`config.mk`:
```
export PLATFORM = sky130hd
export DESIGN_NAME = ras_ckpt_flat
export DESIGN_NICKNAME = d
export VERILOG_FILES = /design/src/rtl/ras_pkg.sv /design/src/rtl/ras_ckpt_if.sv /design/src/rtl/ras_ckpt_queue.sv /design/src/rtl/ras_ckpt.sv /design/src/flat_wrapper.sv
export SDC_FILE = /design/constraint.sdc
export NUM_CORES = 1
export LEC_CHECK = 0
export ABC_CLOCK_PERIOD_IN_PS = 8900
export CAP_MARGIN = 10
export CORE_MARGIN = 2
export CORE_UTILIZATION = 50
export CTS_CLUSTER_DIAMETER = 150
export DETAILED_ROUTE_END_ITERATION = 6
export PLACE_DENSITY = 0.67
export SLEW_MARGIN = 20
export SYNTH_ARGS = -nofsm -noshare
export SYNTH_HDL_FRONTEND = slang
export SYNTH_HIERARCHICAL = 1
export SYNTH_SLANG_ARGS = --single-unit
export TNS_END_PERCENT = 100
```
`constraint.sdc`:
```
create_clock -name CLK -period 8.9 [get_ports CLK]
set_input_delay 1.78 -clock CLK [delete_from_list [all_inputs] [get_ports CLK]]
set_output_delay 1.78 -clock CLK [all_outputs]
set_load 0.05 [all_outputs]
```
`src/rtl/ras_pkg.sv`:
```
// Shared defaults and the checkpoint record for the return address stack.
package ras_pkg;
  localparam int DEF_DEPTH = 16;
  localparam int DEF_AW    = 32;
  localparam int DEF_NCKPT = 4;

  // Record at default geometry; modules with other geometry pass their own via a type parameter.
  typedef struct packed {
    logic [$clog2(DEF_DEPTH)-1:0]   tos;
    logic [$clog2(DEF_DEPTH+1)-1:0] count;
    logic [DEF_AW-1:0]              top_addr;
  } ckpt_rec_t;
endpackage

```
`src/rtl/ras_ckpt_if.sv`:
```
// Predictor-side bus of the return address stack with checkpoint control.
interface ras_ckpt_if #(
  parameter int AW    = ras_pkg::DEF_AW,
  parameter int NCKPT = ras_pkg::DEF_NCKPT
);
  localparam int CW = $clog2(NCKPT);

  logic          PUSH;
  logic [AW-1:0] PUSH_ADDR;
  logic          POP;
  logic [AW-1:0] TOP_ADDR;
  logic          TOP_VALID;
  logic          OVERFLOW;
  logic          CKPT_SAVE;
  logic [CW-1:0] CKPT_ID;
  logic          CKPT_FULL;
  logic          CKPT_RESTORE;
  logic [CW-1:0] CKPT_RESTORE_ID;
  logic          CKPT_RELEASE;

  modport master (
    output PUSH, PUSH_ADDR, POP, CKPT_SAVE, CKPT_RESTORE, CKPT_RESTORE_ID, CKPT_RELEASE,
    input  TOP_ADDR, TOP_VALID, OVERFLOW, CKPT_ID, CKPT_FULL
  );
  modport slave (
    input  PUSH, PUSH_ADDR, POP, CKPT_SAVE, CKPT_RESTORE, CKPT_RESTORE_ID, CKPT_RELEASE,
    output TOP_ADDR, TOP_VALID, OVERFLOW, CKPT_ID, CKPT_FULL
  );
endinterface

```
`src/rtl/ras_ckpt_queue.sv`:
```
// In-order circular checkpoint queue; release is applied before a same-cycle restore.
module ras_ckpt_queue
  import ras_pkg::*;
#(
  parameter int  NCKPT = DEF_NCKPT,
  parameter type rec_t = ckpt_rec_t
)(
  input  logic                     clk,
  input  logic                     rst_n,
  input  logic                     stall,
  input  logic                     save,
  input  rec_t                     save_rec,
  input  logic                     restore,
  input  logic [$clog2(NCKPT)-1:0] restore_id,
  input  logic                     rel,
  output logic                     rst_vld,
  output rec_t                     rst_rec,
  output logic [$clog2(NCKPT)-1:0] ckpt_id,
  output logic                     full
);
  localparam int CW  = $clog2(NCKPT);
  localparam int COW = $clog2(NCKPT+1);

  rec_t           slots [NCKPT];
  logic [CW-1:0]  ap, rp, rp_r, off;
  logic [COW-1:0] co, co_r;
  logic           rel_ok, sv_ok;

  assign full    = (co == COW'(NCKPT));
  assign ckpt_id = ap;
  assign rel_ok  = rel && (co != '0);
  assign rp_r    = rp + CW'(rel_ok);
  assign co_r    = co - COW'(rel_ok);
  // Distance from the (post-release) oldest slot; allocated iff it is inside the occupancy.
  assign off     = restore_id - rp_r;
  assign rst_vld = !stall && restore && (COW'(off) < co_r);
  assign rst_rec = slots[restore_id];
  assign sv_ok   = save && !full && !rst_vld;

  always_ff @(posedge clk or negedge rst_n) begin
    if (!rst_n) begin
      ap <= '0;
      rp <= '0;
      co <= '0;
    end else if (!stall) begin
      rp <= rp_r;
      if (rst_vld) begin
        ap <= restore_id;
        co <= COW'(off);
      end else begin
        ap <= ap + CW'(sv_ok);
        co <= co_r + COW'(sv_ok);
      end
    end
  end

  always_ff @(posedge clk) begin
    if (!stall && sv_ok) slots[ap] <= save_rec;
  end
endmodule

```
`src/rtl/ras_ckpt.sv`:
```
// Circular return address stack with branch checkpoints for misprediction repair.
module ras_ckpt
  import ras_pkg::*;
#(
  parameter int DEPTH = DEF_DEPTH,
  parameter int AW    = DEF_AW,
  parameter int NCKPT = DEF_NCKPT
)(
  input  logic CLK,
  input  logic RST_N,
  input  logic BPU__Stall,
  ras_ckpt_if.slave bus
);
  localparam int PW  = $clog2(DEPTH);
  localparam int CNW = $clog2(DEPTH+1);

  typedef struct packed {
    logic [PW-1:0]  tos;
    logic [CNW-1:0] count;
    logic [AW-1:0]  top_addr;
  } rec_t;

  logic [AW-1:0]  stk [DEPTH];
  logic [PW-1:0]  tos, tos_n, wr_idx;
  logic [CNW-1:0] cnt, cnt_n;
  logic [AW-1:0]  wr_data;
  logic           wr, ovf, ovf_n, rst_vld;
  rec_t           save_rec, rst_rec;

  always_comb begin
    tos_n   = tos;
    cnt_n   = cnt;
    wr      = 1'b0;
    wr_idx  = tos;
    wr_data = bus.PUSH_ADDR;
    ovf_n   = 1'b0;
    if (rst_vld) begin
      tos_n   = rst_rec.tos;
      cnt_n   = rst_rec.count;
      wr      = 1'b1;
      wr_idx  = rst_rec.tos;
      wr_data = rst_rec.top_addr;
    end else if (bus.PUSH && bus.POP && cnt != '0) begin
      wr = 1'b1;
    end else if (bus.PUSH) begin
      // Full stack wraps onto the oldest entry; count saturates.
      tos_n  = tos + 1'b1;
      wr     = 1'b1;
      wr_idx = tos + 1'b1;
      ovf_n  = (cnt == CNW'(DEPTH));
      cnt_n  = ovf_n ? cnt : cnt + 1'b1;
    end else if (bus.POP && cnt != '0) begin
      tos_n = tos - 1'b1;
      cnt_n = cnt - 1'b1;
    end
  end

  // Snapshot reflects this cycle's push/pop, so the written value bypasses the array.
  assign save_rec = '{tos: tos_n, count: cnt_n, top_addr: wr ? wr_data : stk[tos_n]};

  always_ff @(posedge CLK or negedge RST_N) begin
    if (!RST_N) begin
      tos <= '0;
      cnt <= '0;
      ovf <= 1'b0;
    end else if (!BPU__Stall) begin
      tos <= tos_n;
      cnt <= cnt_n;
      ovf <= ovf_n;
    end
  end

  always_ff @(posedge CLK) begin
    if (!BPU__Stall && wr) stk[wr_idx] <= wr_data;
  end

  assign bus.TOP_ADDR  = stk[tos];
  assign bus.TOP_VALID = (cnt != '0);
  assign bus.OVERFLOW  = ovf;

  ras_ckpt_queue #(.NCKPT(NCKPT), .rec_t(rec_t)) u_q (
    .clk        (CLK),
    .rst_n      (RST_N),
    .stall      (BPU__Stall),
    .save       (bus.CKPT_SAVE),
    .save_rec   (save_rec),
    .restore    (bus.CKPT_RESTORE),
    .restore_id (bus.CKPT_RESTORE_ID),
    .rel        (bus.CKPT_RELEASE),
    .rst_vld    (rst_vld),
    .rst_rec    (rst_rec),
    .ckpt_id    (bus.CKPT_ID),
    .full       (bus.CKPT_FULL)
  );
endmodule
```
`src/flat_wrapper.sv`:
```
// flat-port wrapper written by rule: the top's interface ports become plain ports
module ras_ckpt_flat import ras_pkg::*;
#(
  parameter int DEPTH = DEF_DEPTH,
  parameter int AW    = DEF_AW,
  parameter int NCKPT = DEF_NCKPT
)
  (CLK, RST_N, BPU__Stall, bus_PUSH, bus_PUSH_ADDR, bus_POP, bus_CKPT_SAVE, bus_CKPT_RESTORE, bus_CKPT_RESTORE_ID, bus_CKPT_RELEASE, bus_TOP_ADDR, bus_TOP_VALID, bus_OVERFLOW, bus_CKPT_ID, bus_CKPT_FULL);
  ras_ckpt_if #(.AW(AW), .NCKPT(NCKPT)) bus_i ();
  input  logic CLK;
  input  logic RST_N;
  input  logic BPU__Stall;
  input wire logic [$bits(bus_i.PUSH)-1:0] bus_PUSH;
  input wire logic [$bits(bus_i.PUSH_ADDR)-1:0] bus_PUSH_ADDR;
  input wire logic [$bits(bus_i.POP)-1:0] bus_POP;
  input wire logic [$bits(bus_i.CKPT_SAVE)-1:0] bus_CKPT_SAVE;
  input wire logic [$bits(bus_i.CKPT_RESTORE)-1:0] bus_CKPT_RESTORE;
  input wire logic [$bits(bus_i.CKPT_RESTORE_ID)-1:0] bus_CKPT_RESTORE_ID;
  input wire logic [$bits(bus_i.CKPT_RELEASE)-1:0] bus_CKPT_RELEASE;
  output wire logic [$bits(bus_i.TOP_ADDR)-1:0] bus_TOP_ADDR;
  output wire logic [$bits(bus_i.TOP_VALID)-1:0] bus_TOP_VALID;
  output wire logic [$bits(bus_i.OVERFLOW)-1:0] bus_OVERFLOW;
  output wire logic [$bits(bus_i.CKPT_ID)-1:0] bus_CKPT_ID;
  output wire logic [$bits(bus_i.CKPT_FULL)-1:0] bus_CKPT_FULL;
  assign bus_i.PUSH = bus_PUSH;
  assign bus_i.PUSH_ADDR = bus_PUSH_ADDR;
  assign bus_i.POP = bus_POP;
  assign bus_i.CKPT_SAVE = bus_CKPT_SAVE;
  assign bus_i.CKPT_RESTORE = bus_CKPT_RESTORE;
  assign bus_i.CKPT_RESTORE_ID = bus_CKPT_RESTORE_ID;
  assign bus_i.CKPT_RELEASE = bus_CKPT_RELEASE;
  assign bus_TOP_ADDR = bus_i.TOP_ADDR;
  assign bus_TOP_VALID = bus_i.TOP_VALID;
  assign bus_OVERFLOW = bus_i.OVERFLOW;
  assign bus_CKPT_ID = bus_i.CKPT_ID;
  assign bus_CKPT_FULL = bus_i.CKPT_FULL;
  ras_ckpt #(.DEPTH(DEPTH), .AW(AW), .NCKPT(NCKPT)) u_core (.CLK(CLK), .RST_N(RST_N), .BPU__Stall(BPU__Stall), .bus(bus_i));
endmodule
```
==> key figures, run 1 <==
Yosys
  • Main combinational cell family by area after synthesis: multiplexers
  • Synth Net Count: 2084
  • Synthesized flop and latch total: 693
  • XOR/XNOR Fraction of Synth Area: 0.354%
  • Post-Synth Adder-Cell Area: 0.506%
  • Yosys warnings: 6
  • Largest cells by area after synthesis: edfxtp_1 (63%), mux4_2 (14%), nand2_1 (3.3%)
  • Area leader, netlist: edfxtp_1
  • Distinct cells, synth: 64
  • Post-synthesis cell count: 2029
  • Syn avg cell area: 15.8 µm²
  • Post-synth EDFFs: 676
  • Cell area after synthesis: 32100 µm²
  • Primary FF master, synth: edfxtp_1
  • Simple-gate share of the synthesized area: 6.03%
  • Post-synthesis compound-gate area fraction: 7.49%
  • Yosys top cell area share: 63.2%
  • Mux share of post-synthesis cell area: 18.5%
  • Sequential fraction of the synthesis area: 64.5%
  • Asr flop ratio synth: 2.45%

Timing
  • Tcrit/Tclk final: 79.8%
  • RSZ-0062 raised after global routing: false
  • Worst slew margin: 28.6%
  • TNS Setup: 0 ns
  • PnR worst setup slack: 1.80 ns
  • Peak Freq: 141 MHz
  • Final hold vios: 0
  • Fin Clk Skew: 0.0248 ns
  • Final min period: 7.10 ns
  • Worst-Margin Slew: 1.07 ns
  • Endpoints failing setup: 0
  • Max-slew violation count: 0

Outcome
  • Status: completed

Cells and area
  • Multi-input gate area: 10800 µm²
  • Most frequent cells in the layout: edfxtp_1 (676), nand2_1 (286), mux4_2 (201), a21oi_1 (135), mux2i_1 (97)
  • Share of layout cells above drive strength 1: 22.5%
  • Fillers: 4852
  • Register area: 20700 µm²
  • Commonest non-fill, non-tap cell in the layout: edfxtp_1
  • Final net count: 2133
  • Antenna Cells: 0
  • Synth-to-Final Area Change: 13.1%

Job
  • MaxCap Viol Count: 0

Setup path
  • Crit Path Max Fanout: 107
  • Critical path launch point type: primary input
  • WS Path Type: primary input to flip-flop
  • Crit-path cells: clkdlybuf4s50_1 -> o31a_2 -> ha_1 -> ha_1 -> xor2_1 -> xnor2_1 -> ha_1 -> inv_1 -> o21ai_4 -> a21oi_4 -> nor3b_1 -> o211ai_1 -> nand3_4 -> inv_8 -> buf_12 -> a21oi_1 -> a221oi_1 -> a31oi_1 -> a211oi_1
  • CP delay by family, top: compound AO/OA/AOI/OAI gates
  • Arrival time at the worst endpoint: 7.46 ns
  • Worst Setup End Kind: flip-flop
  • Max stage delay on crit path: 0.85 ns
  • WP data required: 9.25 ns
  • Worst path slowest cell: a21oi_4
  • Cell mode on critical path: ha_1
  • Buf+Inv Stages, Crit Path: 4

Power and ir drop
  • Peak supply drop: 0.000560 V
  • Leak: 11.9 nW
  • Power Density: 418 nW/µm²

Clock network
  • TritonCTS clock tree: built
  • PostCTS Resize Cnt: 0
  • Clk buf depth: 3
  • Setup Buffers After CTS: 0
  • Clk slew on worst S/H paths: 0.05 ns
  • CTS sink count: 693
  • H-tree Lvls: 3
  • Clock Latency Late Sink: 0.62 ns
  • Inserted Clock Buffers: 73
  • Clock root buffer master: clkbuf_16
  • Post-CTS Hold Fix Bufs: 0

Floorplanning
  • Die Area: 66300 µm²
  • Die W: 258 µm
  • Core area: 63300 µm²
  • Rows: 92
  • I/O Pins: 79
  • Initial Utilization: 50.8%
  • Die height: 258 µm

GRT
  • Grt ovf: 0
  • Gr usage total: 26.1%
  • Antenna violations before repair: 0
  • Vias in the first global route: 20200
  • Pin count of the biggest net entering global routing: 194
  • Global-route wire length before repair: 128000 µm

Placement
  • Final GP Congestion: 0.803
  • Place WS: 1.26 ns
  • Hpwl dp: 47000 µm
  • IO buf count: 78

Drt
  • DRC errors left: 0
  • 1st-pass router iterations: 6
  • DR vias: 19600
  • Drt via density: 6.57
  • DR WL/cell: 28.8 µm
  • Final ANT Viol Nets: 0
  • Initial DRC count: 2207
  • WL final: 85800 µm

Min path
  • Hold Path Class: flip-flop to flip-flop
report_power, final:
group          switching, W  internal, W
sequential         0.000257      0.00455
clock               0.00125      0.00171
combinational       0.00478      0.00266
total               0.00628      0.00892
cells in the mapped netlist, types with 3 or more instances:
cell / instances
o21ai_0: 16
nor3_1: 6
nand2_1: 286
nor4_1: 3
a22oi_1: 33
mux4_2: 201
o22ai_2: 30
nand2b_1: 3
a31oi_1: 37
o22ai_1: 5
clkbuf_1: 66
inv_1: 18
nor3b_1: 5
a221oi_2: 10
buf_1: 21
buf_4: 7
mux2i_1: 97
xnor2_1: 10
a21oi_1: 136
a211oi_1: 33
xor2_1: 3
a221oi_1: 22
nor2_1: 61
edfxtp_1: 676
ha_1: 13
mux2_2: 40
nand3_1: 72
buf_6: 11
dfrtp_1: 17
buf_2: 51
state kept, by name (all words and copies together) (netlist names):
| register | flops |
|---|---|
| u_core/stk | 512 |
| u_core/u_q/slots | 164 |
| u_core/cnt | 5 |
| u_core/tos | 4 |
| u_core/u_q/co | 3 |
| u_core/u_q/ckpt_id | 2 |
| u_core/u_q/rp | 2 |
| u_core/bus.OVERFLOW | 1 |
area by class of cell:
type,count,area share (%)
inverter,21,0.248
clock buffer,85,5.21
clock inverter,50,1.16
sequential,693,57.0
timing repair buffer,130,3.79
tap,846,2.91
multi-input combinational,1159,29.6
layer usage:
layer,up-vias,wire length (µm),GRT usage (%)
met5,-,0,0
met4,0,3150,11.0
met3,188,7190,4.25
met2,1041,42500,43.4
met1,10200,33000,34.2
li1,8230,-,-
cells by family (layout without fill, tap and decap cells):
logic type      Yosys count  in the layout
flops                   693            693
simple gates            455            455
buf+inv                 177            286
xor+xnor                 13             13
fa+ha+maj                13             13
compound gates          340            340
mux                     338            338
stage by stage:
step	util (%)	std cells	area [µm²]	total power [W]	hold WS, ns
final	57.4	2984	36300	0.0152	0.495
after global placement	53.4	2841	33800	0.0121	0.483
after floorplan	-	2029	32100	0.0101	0.464
after CTS	57.3	2982	36300	0.0152	0.492
after global routing	57.4	2984	36300	0.0159	0.506
after detailed placement	53.7	2847	34000	0.0123	0.481
worst paths after layout:
path | start | to | slack (ns) | cells after the start
max in group asynchronous | RST_N | u_core/tos[1]$_DFFE_PN0N_ | 6.49 | 1
min in group asynchronous | RST_N | u_core/u_q/co[1]$_DFFE_PN0N_ | 1.70 | 1
worst min-delay path | u_core/u_q/rp[1]$_DFFE_PN0N_ | u_core/u_q/rp[1]$_DFFE_PN0N_ | 0.49 | 1
worst max register to register | u_core/u_q/co[2]$_DFFE_PN0N_ | u_core/u_q/slots[1][5]$_DFFE_PP_ | 2.73 | 18
worst min register to register | u_core/u_q/rp[1]$_DFFE_PN0N_ | u_core/u_q/rp[1]$_DFFE_PN0N_ | 0.49 | 1
worst max-delay path | bus_CKPT_RELEASE | u_core/u_q/slots[1][5]$_DFFE_PP_ | 1.80 | 19
(Power assumes the default switching activity.)
==> run 2, diff against run 1 <==
- ABC_CLOCK_PERIOD_IN_PS: 8900 -> 6900
- clock period: 8.9 -> 6.9 ns (I/O delays scaled with it)
==> key figures, run 2 (same netlist as run 1, synthesis figures left out) <==
Outcome
  • Status: completed

Timing
  • Endpoints failing setup: 0
  • Worst slew margin: 24.5%
  • Peak Freq: 168 MHz
  • TNS Setup: 0 ns
  • Final hold vios: 0
  • RSZ-0062 raised after global routing: false
  • Final min period: 5.96 ns
  • Max-slew violation count: 0
  • Hold WS: 0.509 ns
  • Fin Clk Skew: 0.0225 ns
  • Tcrit/Tclk final: 86.4%
  • Worst-Margin Slew: 1.13 ns
  • PnR worst setup slack: 0.938 ns

Clock network
  • PostCTS Resize Cnt: 0
  • Inserted Clock Buffers: 73
  • Clk slew on worst S/H paths: 0.06 ns
  • TritonCTS clock tree: built
  • Clk buf depth: 3
  • Clock root buffer master: clkbuf_16
  • Clock Latency Late Sink: 0.61 ns
  • Setup Buffers After CTS: 0
  • Post-CTS Hold Fix Bufs: 0
  • H-tree Lvls: 3
  • CTS sink count: 693

Power and ir drop
  • Power Density: 543 nW/µm²
  • Leak: 12.0 nW
  • Peak supply drop: 0.000536 V

Cells and area
  • Synth-to-Final Area Change: 13.8%
  • Biggest regs: u_core/stk x512, u_core/u_q/slots x164, u_core/cnt x5
  • Top reg by flops: u_core/stk
  • Fillers: 4708
  • Non-filler cells, final: 2989
  • Max FFs per register: 512
  • Share of layout cells above drive strength 1: 23.0%
  • Final net count: 2143
  • Most frequent cells in the layout: edfxtp_1 (676), nand2_1 (286), mux4_2 (201), a21oi_1 (135), mux2i_1 (97)
  • Commonest non-fill, non-tap cell in the layout: edfxtp_1
  • Design area: 36600 µm²
  • Antenna Cells: 0

GRT
  • Vias in the first global route: 20300
  • Grt ovf: 0
  • Global-route wire length before repair: 128000 µm
  • Antenna violations before repair: 0
  • Gr usage total: 26.2%
  • Pin count of the biggest net entering global routing: 194

Floorplanning
  • Core area: 63300 µm²
  • Die Area: 66300 µm²
  • Die W: 258 µm
  • Rows: 92
  • Initial Utilization: 50.8%
  • I/O Pins: 79
  • Die height: 258 µm

Setup path
  • WS Path Type: primary input to flip-flop
  • WP data required: 7.21 ns
  • Worst path slowest cell: a211oi_1
  • Reg2reg path depth: 18
  • Crit Path Max Fanout: 52
  • Arrival time at the worst endpoint: 6.28 ns
  • Worst Setup End Kind: flip-flop
  • Max stage delay on crit path: 0.60 ns
  • Cell mode on critical path: ha_1
  • Critical path launch point type: primary input
  • Crit-path cells: clkdlybuf4s50_1 -> o31a_2 -> ha_1 -> ha_1 -> xor2_1 -> xnor2_1 -> ha_1 -> inv_1 -> o21ai_4 -> a21oi_4 -> nor3b_1 -> o22ai_1 -> nand3_4 -> inv_8 -> buf_12 -> a21oi_1 -> a221oi_1 -> a31oi_1 -> a211oi_1

Placement
  • Hpwl dp: 46100 µm
  • Placed insts: 2859
  • Placed Area: 34200 µm²
  • Place WS: 0.415 ns
  • IO buf count: 78
  • Final GP Congestion: 0.817

Drt
  • DRC errors left: 0
  • 1st-pass router iterations: 6
  • DR WL/cell: 28.7 µm
  • Drt via density: 6.58
  • Final ANT Viol Nets: 0
  • DR vias: 19700
  • WL final: 85800 µm
  • Initial DRC count: 2327

Min path
  • WHS Path Cells: 2
  • Hold Path Class: flip-flop to flip-flop

Job
  • MaxCap Viol Count: 0
run 2: cell type report:
| type | count | area, µm² | share of cell area [%] |
|---|---|---|---|
| clock buffer | 83 | 1910 | 5.22 |
| inverter | 21 | 90.1 | 0.246 |
| timing repair buffer | 140 | 1560 | 4.28 |
| clock inverter | 47 | 434 | 1.19 |
| tap | 846 | 1060 | 2.90 |
| sequential | 693 | 20700 | 56.7 |
| multi-input combinational | 1159 | 10800 | 29.5 |
run 2: power breakdown:
part	switching (W)	total, W	internal (W)
clock	0.00160	0.00385	0.00225
sequential	0.000407	0.00627	0.00586
combinational	0.00612	0.00973	0.00361
total	0.00813	0.0199	0.0117
run 2: per-layer routing:
layer / up-vias / GRT usage (%) / routed length (µm) / share of wire (%)
li1: 8248 / - / - / -
met1: 10100 / 34.9 / 32700 / 38
met2: 1120 / 43.4 / 42300 / 49
met3: 196 / 4.25 / 7900 / 9.2
met4: 0 / 10.1 / 2910 / 3.4
met5: - / 0 / 0 / 0
run 2: worst paths after layout:
path | from | endpoint | slack (ns)
max | bus_CKPT_RELEASE | u_core/u_q/slots[1][30]$_DFFE_PP_ | 0.94
min | u_core/bus.OVERFLOW$_DFFE_PN0N_ | u_core/bus.OVERFLOW$_DFFE_PN0N_ | 0.51
max reg2reg | u_core/u_q/co[2]$_DFFE_PN0N_ | u_core/u_q/slots[1][30]$_DFFE_PP_ | 1.50
min reg2reg | u_core/bus.OVERFLOW$_DFFE_PN0N_ | u_core/bus.OVERFLOW$_DFFE_PN0N_ | 0.51
max in group asynchronous | RST_N | u_core/tos[1]$_DFFE_PN0N_ | 4.96
min in group asynchronous | RST_N | u_core/cnt[0]$_DFFE_PN0N_ | 1.28
run 2: critical path, delay by kind of cell:
family                   cells  cell delay (ns)
AO/OA/AOI/OAI                8             2.29
XOR/XNOR                     2             0.37
adder cells (fa/ha/maj)      3             0.70
buffers and inverters        4             1.21
AND/OR/NAND/NOR              2             0.30
run 2: metrics by stage:
step	utilization, %	power, W
after global routing	57.7	0.0208
after CTS	57.7	0.0199
after floorplan	-	0.0131
final	57.7	0.0199
after detailed placement	54.0	0.0160
after global placement	54.0	0.0158
==> run 3, diff against run 2 <==
- SLEW_MARGIN: 20 -> default
==> results of run 3 <==
Final layout, timing and power as in run 2 (identical DEF).
